$ cat config.mk
export PLATFORM = sky130hd
export DESIGN_NAME = serpentine_scan_ctrl
export DESIGN_NICKNAME = d
export VERILOG_FILES = /design/src/rtl/serpentine_scan_ctrl_pkg.sv /design/src/rtl/serpentine_scan_ctrl_scan_step.sv /design/src/rtl/serpentine_scan_ctrl.sv
export SDC_FILE = /design/constraint.sdc
export NUM_CORES = 1
export LEC_CHECK = 0
export CAP_MARGIN = 20
export CORE_AREA = 2 2 136 138
export CTS_CLUSTER_SIZE = 8
export DETAILED_ROUTE_END_ITERATION = 10
export DIE_AREA = 0 0 138 140
export MAX_ROUTING_LAYER = met4
export PLACE_DENSITY_LB_ADDON = 0.05
export SYNTH_ARGS = -nofsm -noshare
export SYNTH_HDL_FRONTEND = slang
export SYNTH_SLANG_ARGS = --single-unit
$ cat constraint.sdc
create_clock -name i_clk -period 3.45 [get_ports i_clk]
set_input_delay 0.5175 -clock i_clk [delete_from_list [all_inputs] [get_ports i_clk]]
set_output_delay 0.5175 -clock i_clk [all_outputs]
set_load 0.01 [all_outputs]
$ cat src/rtl/serpentine_scan_ctrl_pkg.sv
// Shared types and constants for the serpentine search sequencer.
// Holds widths, the FSM state enum and the initial best-SAD value.
package serpentine_scan_ctrl_pkg;

  localparam int COORD_W = 16;
  localparam int SAD_W   = 32;
  localparam int CNT_W   = 32;

  typedef enum logic [1:0] {
    S_IDLE,
    S_REQ,
    S_STEP,
    S_DONE
  } state_e;

  localparam logic [SAD_W-1:0] SAD_INIT = {SAD_W{1'b1}};

endpackage

$ cat src/rtl/serpentine_scan_ctrl_scan_step.sv
// Next-position logic for the boustrophedon walk (combinational).
// Ports: i_x/i_y current, i_xmax/i_ymax limits; o_next_x/o_next_y, o_last.
module scan_step
  import serpentine_scan_ctrl_pkg::*;
(
  input  logic [COORD_W-1:0] i_x,
  input  logic [COORD_W-1:0] i_y,
  input  logic [COORD_W-1:0] i_xmax,
  input  logic [COORD_W-1:0] i_ymax,
  output logic [COORD_W-1:0] o_next_x,
  output logic [COORD_W-1:0] o_next_y,
  output logic               o_last
);

  logic               w_even;
  logic               w_row_end;
  logic [COORD_W-1:0] w_final_x;

  // Even rows run left to right, odd rows right to left.
  assign w_even    = ~i_y[0];
  assign w_row_end = w_even ? (i_x == i_xmax)
                            : (i_x == {COORD_W{1'b0}});

  assign o_next_y = w_row_end ? i_y + COORD_W'(1) : i_y;
  assign o_next_x = w_row_end ? i_x
                  : (w_even ? i_x + COORD_W'(1)
                            : i_x - COORD_W'(1));

  // The walk ends on the far side of the last row.
  assign w_final_x = i_ymax[0] ? {COORD_W{1'b0}} : i_xmax;
  assign o_last    = (i_y == i_ymax) && (i_x == w_final_x);

endmodule

$ cat src/rtl/serpentine_scan_ctrl.sv
// Self-timed serpentine search: requests SADs, tracks the minimum.
// Ports: i_start/i_abort control, i_xmax/i_ymax limits, o_req/i_ack/i_sad
// handshake, o_x/o_y position, o_busy/o_done status, o_best_* and o_count.
module serpentine_scan_ctrl
  import serpentine_scan_ctrl_pkg::*;
(
  input  logic               i_clk,
  input  logic               i_rst_n,
  input  logic               i_start,
  input  logic               i_abort,
  input  logic [COORD_W-1:0] i_xmax,
  input  logic [COORD_W-1:0] i_ymax,
  output logic               o_req,
  output logic [COORD_W-1:0] o_x,
  output logic [COORD_W-1:0] o_y,
  input  logic               i_ack,
  input  logic [SAD_W-1:0]   i_sad,
  output logic               o_busy,
  output logic               o_done,
  output logic [COORD_W-1:0] o_best_x,
  output logic [COORD_W-1:0] o_best_y,
  output logic [SAD_W-1:0]   o_best_sad,
  output logic [CNT_W-1:0]   o_count
);

  state_e             r_state;
  logic               r_req;
  logic               r_busy;
  logic               r_done;
  logic [COORD_W-1:0] r_x;
  logic [COORD_W-1:0] r_y;
  logic [COORD_W-1:0] r_xmax;
  logic [COORD_W-1:0] r_ymax;
  logic [COORD_W-1:0] r_best_x;
  logic [COORD_W-1:0] r_best_y;
  logic [SAD_W-1:0]   r_best_sad;
  logic [CNT_W-1:0]   r_count;

  logic [COORD_W-1:0] w_next_x;
  logic [COORD_W-1:0] w_next_y;
  logic               w_last;

  scan_step u_step (
    .i_x      (r_x),
    .i_y      (r_y),
    .i_xmax   (r_xmax),
    .i_ymax   (r_ymax),
    .o_next_x (w_next_x),
    .o_next_y (w_next_y),
    .o_last   (w_last)
  );

  always_ff @(posedge i_clk or negedge i_rst_n) begin
    if (!i_rst_n) begin
      r_state    <= S_IDLE;
      r_req      <= 1'b0;
      r_busy     <= 1'b0;
      r_done     <= 1'b0;
      r_x        <= '0;
      r_y        <= '0;
      r_xmax     <= '0;
      r_ymax     <= '0;
      r_best_x   <= '0;
      r_best_y   <= '0;
      r_best_sad <= '0;
      r_count    <= '0;
    end else if (r_state != S_IDLE && i_abort) begin
      // Abort beats a same-cycle Ack: no count or best update.
      r_state <= S_IDLE;
      r_req   <= 1'b0;
      r_busy  <= 1'b0;
      r_done  <= 1'b0;
    end else begin
      unique case (r_state)
        S_IDLE: begin
          r_done <= 1'b0;
          if (i_start && !i_abort) begin
            r_xmax     <= i_xmax;
            r_ymax     <= i_ymax;
            r_x        <= '0;
            r_y        <= '0;
            r_count    <= '0;
            r_best_sad <= SAD_INIT;
            r_best_x   <= '0;
            r_best_y   <= '0;
            r_req      <= 1'b1;
            r_busy     <= 1'b1;
            r_state    <= S_REQ;
          end
        end
        S_REQ: begin
          if (i_ack) begin
            r_req <= 1'b0;
            if (r_count != {CNT_W{1'b1}})
              r_count <= r_count + CNT_W'(1);
            // Strict compare keeps the earliest minimum on ties.
            if (i_sad < r_best_sad) begin
              r_best_sad <= i_sad;
              r_best_x   <= r_x;
              r_best_y   <= r_y;
            end
            r_state <= S_STEP;
          end
        end
        S_STEP: begin
          if (w_last) begin
            r_done  <= 1'b1;
            r_state <= S_DONE;
          end else begin
            r_x     <= w_next_x;
            r_y     <= w_next_y;
            r_req   <= 1'b1;
            r_state <= S_REQ;
          end
        end
        S_DONE: begin
          r_done  <= 1'b0;
          r_busy  <= 1'b0;
          r_state <= S_IDLE;
        end
        default: begin
          r_req   <= 1'b0;
          r_busy  <= 1'b0;
          r_done  <= 1'b0;
          r_state <= S_IDLE;
        end
      endcase
    end
  end

  assign o_req      = r_req;
  assign o_busy     = r_busy;
  assign o_done     = r_done;
  assign o_x        = r_x;
  assign o_y        = r_y;
  assign o_best_x   = r_best_x;
  assign o_best_y   = r_best_y;
  assign o_best_sad = r_best_sad;
  assign o_count    = r_count;

endmodule

==> summary.txt, run 1 <==
Overflow after GRT -> 0
Post-layout utilization of the core -> 67.1%
Insertion delay of the later-clocked pin in the worst-skew pair -> 430 ps
Layout Cells excl Fill -> 1,301
Filler cells -> 1,425
Rel. slew slack -> 55.7%
Final Setup Violations -> 0
Leakage -> 5.35 nW
RD Place Congestion -> 0.878
ANT nets after route -> 0
Die area -> 19,300 µm²
WP data arrival -> 3450 ps
Top_reg_cell synth -> dfrtp_1
DR vias/cell -> 5.70
Synth area leader -> dfrtp_1
Drt first pass iters -> 5
Post-synthesis cell area -> 9010 µm²
Via count -> 7,420
Largest net degree at the start of global routing -> 71
Sink Count -> 165
Cell with the most instances after synthesis -> dfrtp_1
Area delta synth->final -> 32.4%
Number of buffers created by CTS -> 17
Die Ht -> 140 µm
Avg WL per Cell -> 17.9 µm
Cell variety after synth -> 77
Synth area leaders -> dfrtp_1 (46%), ha_1 (7.1%), a22o_1 (4.7%)
Initial antenna violation count -> 0
Placed cells -> 1,269
Initial Utilization -> 50.7%
Fin area -> 11,900 µm²
Tot Pwr -> 7.55 mW
Post-Place Worst Slack -> 177 ps
Layout cells sized above 1 -> 10.1%
CTS tree -> built
IO Pins -> 200
Post-Syn Instances -> 858
Worst stage delay on the critical path -> 560 ps
Sequential share of the synthesized area -> 45.8%
Fmax -> 318 MHz
Min Tclk post-route -> 3150 ps
PD cells -> 632 nW/µm²
Final Net Count -> 1,180
Asr flop ratio synth -> 100%
Worst VDD drop -> 0.395 mV
Max Slew Vio Count -> 0
RSZ-0062 raised after global routing -> no
H-tree levels -> 4
Std cell rows -> 49
Final worst slack -> 303 ps
Yosys reg bits -> 165
GRT Resource Usage Total -> 25.1%
Skew final -> 11.4 ps
Horiz. Die Dim -> 138 µm
Post-CTS sizing -> 0
Antenna cell count -> 0
DRT Wirelength -> 23,300 µm
Crit Path Max Fanout -> 26
Setup CP Type -> reg -> reg
Residual DRC -> 0
Clock root buffer -> clkbuf_16
Synth top cells by count -> dfrtp_1 (165), inv_1 (55), nor2_1 (52)
Avg Cell Area, Syn -> 10.5 µm²
Placed instance area -> 11,300 µm²
Critical-path top delay cell -> or4_1
Core Region -> 17,800 µm²
Path type of the worst min-delay path -> in -> async
Number of global-route vias before repair -> 7,327
Final Hold Fails -> 0
First-pass GRT wire length -> 38,300 µm
CP Capture Type -> flip-flop
WP data required -> 3750 ps
EDFF count, synth -> 0
Initial DRC Count -> 449
Placed wire-length estimate -> 16,700 µm
Max Cap Viol -> 0
Setup Buffers After CTS -> 0
Outcome -> finished clean
Worst path cell trace -> inv_1, ha_1, nor2b_1, or4_1, a211oi_1, o21ai_0, a41oi_2, nand3_1, buf_12, a2bb2oi_1
Clk buf depth -> 2
Clk slew on worst S/H paths -> 70 ps
Cts hold-fix bufs -> 0
Port bufs -> 199
Setup TNS -> 0 ps
Ratio of final minimum period to clock period -> 91.2%
Slew at the pin closest to its max-slew limit -> 665 ps
Hold Slack -> 82.8 ps
Yosys top cell area share -> 45.8%
Syn nets -> 979
Synth warnings -> 0
Worst setup SP type -> flip-flop
[placed cells by master, fill, tap and decap left out, drive strengths merged, types with 3 or more instances in the layout]
| cell | instances |
|---|---|
| clkinv | 4 |
| a21o | 9 |
| buf | 24 |
| a22o | 48 |
| inv | 63 |
| a21oi | 31 |
| and2 | 3 |
| o31ai | 7 |
| o21bai | 3 |
| a2111oi | 3 |
| mux2 | 33 |
| o21ai | 29 |
| xor2 | 24 |
| clkbuf | 17 |
| a211oi | 5 |
| o2111ai | 3 |
| nor2 | 53 |
| or3 | 10 |
| a2bb2oi | 32 |
| and4 | 4 |
| or4 | 6 |
| clkdlybuf4s50 | 198 |
| nand4 | 19 |
| nor2b | 10 |
| o211ai | 7 |
| or2 | 4 |
| xnor2 | 34 |
| and3 | 9 |
| nand2 | 42 |
| nand2b | 15 |
| nor4b | 3 |
| bufinv | 3 |
| nand3 | 31 |
| mux2i | 3 |
| nor4 | 13 |
| o311ai | 4 |
| nor3 | 19 |
| dfrtp | 165 |
| ha | 51 |
[flip-flops by register name, indices dropped and copies added, names as in the netlist]
name        flops
o_x            16
o_y            16
o_done          1
o_busy          1
o_best_y       16
r_xmax         16
o_best_x       16
o_count        32
r_state         2
o_req           1
r_ymax         16
o_best_sad     32
[final timing paths]
| kind | startpoint | end | slack, ps | cells past startpoint |
|---|---|---|---|---|
| worst max-delay path | r_state[0] | o_best_sad[11] | 300 | 10 |
| max in group asynchronous | i_rst_n | o_x[12] | 2520 | 2 |
| worst min register to register | o_best_y[6] | o_best_y[6] | 510 | 1 |
| min in group i_clk | o_best_y[6] | o_best_y[6] | 510 | 1 |
| worst max register to register | r_state[0] | o_best_sad[11] | 300 | 10 |
| worst min-delay path | i_rst_n | o_best_sad[17] | 80 | 1 |
[worst max-delay path, delay by kind of cell, from the launching register on]
family                   cells  cell delay [ps]
adder cells (fa/ha/maj)      1              320
AND/OR/NAND/NOR              3             1110
flip-flops                   1              440
buffers and inverters        2              380
AO/OA/AOI/OAI                4              760
[layout make-up]
type                       instances  area, µm²  share of cell area, %
inverter                          55        206                   1.73
sequential                       165       4130                   34.6
tap                              229        287                   2.40
clock inverter                    15        189                   1.58
timing repair buffer             222       2200                   18.5
clock buffer                      17        425                   3.56
multi-input combinational        598       4500                   37.7
[layer usage]
metal  vias to the layer above  GRT usage (%)  wire length (µm)
met1                      3633           33.4             10700
met4                         0           5.91               246
met5                         -              -                 0
met3                        20           4.34              1080
li1                       3562              -                 -
met2                       205           40.6             11300
[logic make-up (layout without fill, tap and decap cells)]
kind of cell | count (synthesis) | count (layout) | share of synthesized area (%)
simple gates | 244 | 244 | 14.5
compound gates | 208 | 208 | 17.8
flops | 165 | 165 | 45.8
buf+inv | 95 | 309 | 4.51
xor+xnor | 58 | 58 | 5.64
fa+ha+maj | 52 | 52 | 7.30
mux | 36 | 36 | 4.46
[power breakdown]
part           internal (mW)  switching (mW)  total [mW]  leakage [nW]
sequential              2.39           0.379        2.77          2.08
combinational           1.36            1.42        2.77          2.97
clock                   1.16           0.846        2.01         0.307
total                   4.90            2.64        7.55          5.35
Note: power is estimated with default switching activity, not from simulation.
==> inputs of run 2 (changes only) <==
Settings changed: CORE_AREA 2 2 136 138 to 2 2 177 179, DIE_AREA 0 0 138 140 to 0 0 179 181.
==> summary.txt, run 2 (synthesis results as in run 1) <==
Crit Path Max Fanout -> 32 (+23%)
Worst path cell trace -> inv_1, ha_1, nor2b_1, or4_1, a211oi_1, o21ai_0, a41oi_2, and3_1, buf_12, a22o_1
RD Place Congestion -> 0.775 (-12%)
Residual DRC -> 0 (unchanged)
Setup Buffers After CTS -> 0 (unchanged)
RSZ-0062 raised after global routing -> no
Leakage -> 5.34 nW (-0.18%)
Reg area -> 4130 µm² (unchanged)
Slew at the pin closest to its max-slew limit -> 597 ps (-67.9 ps)
Commonest non-fill, non-tap cells in the layout -> clkdlybuf4s50_1 (198), dfrtp_1 (165), inv_1 (55)
Core Region -> 30,300 µm² (+71%)
Antenna cell count -> 0 (unchanged)
Critical-path top delay cell -> or4_1
Setup TNS -> 0 ps (unchanged)
Crit-path leading delay family -> simple AND/OR/NAND/NOR gates
Number of buffers created by CTS -> 17 (unchanged)
Outcome -> finished clean
Std cell rows -> 64 (+31%)
Ratio of final minimum period to clock period -> 85.7% (-5.5 points)
Clock root buffer -> clkbuf_16
Drt first pass iters -> 4 (-1)
Multi-input combinational cell area -> 4490 µm² (-0.19%)
Final Setup Violations -> 0 (unchanged)
Placed instance area -> 11,600 µm² (+2.1%)
Placed wire-length estimate -> 19,100 µm (+14%)
Clk slew on worst S/H paths -> 70 ps (about the same)
H-tree levels -> 4 (unchanged)
Sink Count -> 165 (unchanged)
Post-Place Worst Slack -> 341 ps (+164 ps)
Die Ht -> 181 µm (+29%)
Cts hold-fix bufs -> 0 (unchanged)
Final Hold Fails -> 0 (unchanged)
Final worst slack -> 492 ps (+189 ps)
Worst setup SP type -> flip-flop
GRT Resource Usage Total -> 17.3% (-7.8 points)
WP data required -> 3820 ps (+70 ps)
DRT Wirelength -> 26,800 µm (+15%)
Insertion delay of the later-clocked pin in the worst-skew pair -> 440 ps (about the same)
Initial Utilization -> 29.7% (-21 points)
Via count -> 7,330 (-1.2%)
Most common cell after layout, fill and taps aside -> clkdlybuf4s50_1
DR vias/cell -> 4.98 (-13%)
CTS tree -> built
Max Slew Vio Count -> 0 (unchanged)
Layout cells sized above 1 -> 10.3% (+0.24 points)
Max Cap Viol -> 0 (unchanged)
Post-CTS sizing -> 0 (unchanged)
Path type of the worst min-delay path -> in -> async
Avg WL per Cell -> 18.2 µm (+1.3%)
Horiz. Die Dim -> 179 µm (+30%)
Number of global-route vias before repair -> 7,415 (+1.2%)
Fmax -> 338 MHz (+6.4%)
CP Capture Type -> flip-flop
Final Net Count -> 1,184 (+0.34%)
IO Pins -> 200 (unchanged)
ANT nets after route -> 0 (unchanged)
Tot Pwr -> 7.59 mW (+0.65%)
Largest net degree at the start of global routing -> 71 (unchanged)
Area delta synth->final -> 34.9%
First-pass GRT wire length -> 42,700 µm (+11%)
Worst VDD drop -> 0.408 mV (+3.4%)
Worst stage delay on the critical path -> 590 ps (+30 ps)
R2r setup slk -> 490 ps (+190 ps)
Setup CP Type -> reg -> reg
Port bufs -> 199 (unchanged)
Skew final -> 16.6 ps (+5.15 ps)
Initial DRC Count -> 401 (-11%)
CP bufs+invs -> 2 (unchanged)
PD cells -> 625 nW/µm² (-1.2%)
Overflow after GRT -> 0 (unchanged)
Hold Slack -> 58.7 ps (-24.0 ps)
Die area -> 32,400 µm² (+68%)
WP data arrival -> 3320 ps (-130 ps)
Filler cells -> 2,980 (+110%)
Rel. slew slack -> 59.8% (+4.2 points)
Min Tclk post-route -> 2960 ps (-189 ps)
Fin area -> 12,200 µm² (+1.9%)
Clk buf depth -> 2 (unchanged)
Initial antenna violation count -> 0 (unchanged)
-- run 2: cell count changes in the layout (fill, tap and decap cells not counted), moves of 2 or more --
cell | before | now
inv_8 | 2 | 0
clkbuf_8 | 0 | 3
clkinvlp_4 | 0 | 6
buf_4 | 20 | 23
inv_6 | 6 | 1
-- run 2: path summary, 6_finish.rpt --
check / startpoint / to / depth (start not counted)
setup reg to reg: r_state[1] / o_best_y[7] / 10
max in group asynchronous: i_rst_n / o_count[28] / 2
setup / recovery: r_state[1] / o_best_y[7] / 10
hold reg to reg: o_best_x[8] / o_best_x[8] / 1
hold / removal: i_rst_n / o_best_sad[16] / 1
min in group i_clk: o_best_x[8] / o_best_x[8] / 1
-- run 2: per-layer routing --
| metal | GRT usage [%] | vias up | part of all wire (%) |
|---|---|---|---|
| li1 | - | 3565 | - |
| met1 | 24.4 | 3581 | 50 |
| met2 | 26.0 | 172 | 45 |
| met3 | 2.99 | 12 | 4.4 |
| met4 | 3.84 | 0 | 0.59 |
| met5 | - | - | 0 |
-- run 2: power breakdown --
group | internal, mW | leakage, nW | switching [mW]
Combinational | 1.39 | 2.99 | 1.46
Sequential | 2.39 | 2.08 | 0.380
Clock | 1.13 | 0.274 | 0.858
-- run 2: layout make-up --
cell class | count | area share, %
clock buffer | 21 | 3.87
clock inverter | 11 | 1.02
inverter | 55 | 1.70
multi-input combinational | 598 | 36.9
sequential | 165 | 34.0
tap | 396 | 4.07
timing repair buffer | 226 | 18.5
-- run 2: stage by stage --
| step | utilization [%] | instances |
|---|---|---|
| 2_1_floorplan | - | 858 |
| 3_3_place_gp | 38.1 | 1440 |
| 3_5_place_dp | 38.1 | 1440 |
| 4_1_cts | 40.1 | 1472 |
| 5_1_grt | 40.1 | 1472 |
| 6_report | 40.1 | 1472 |
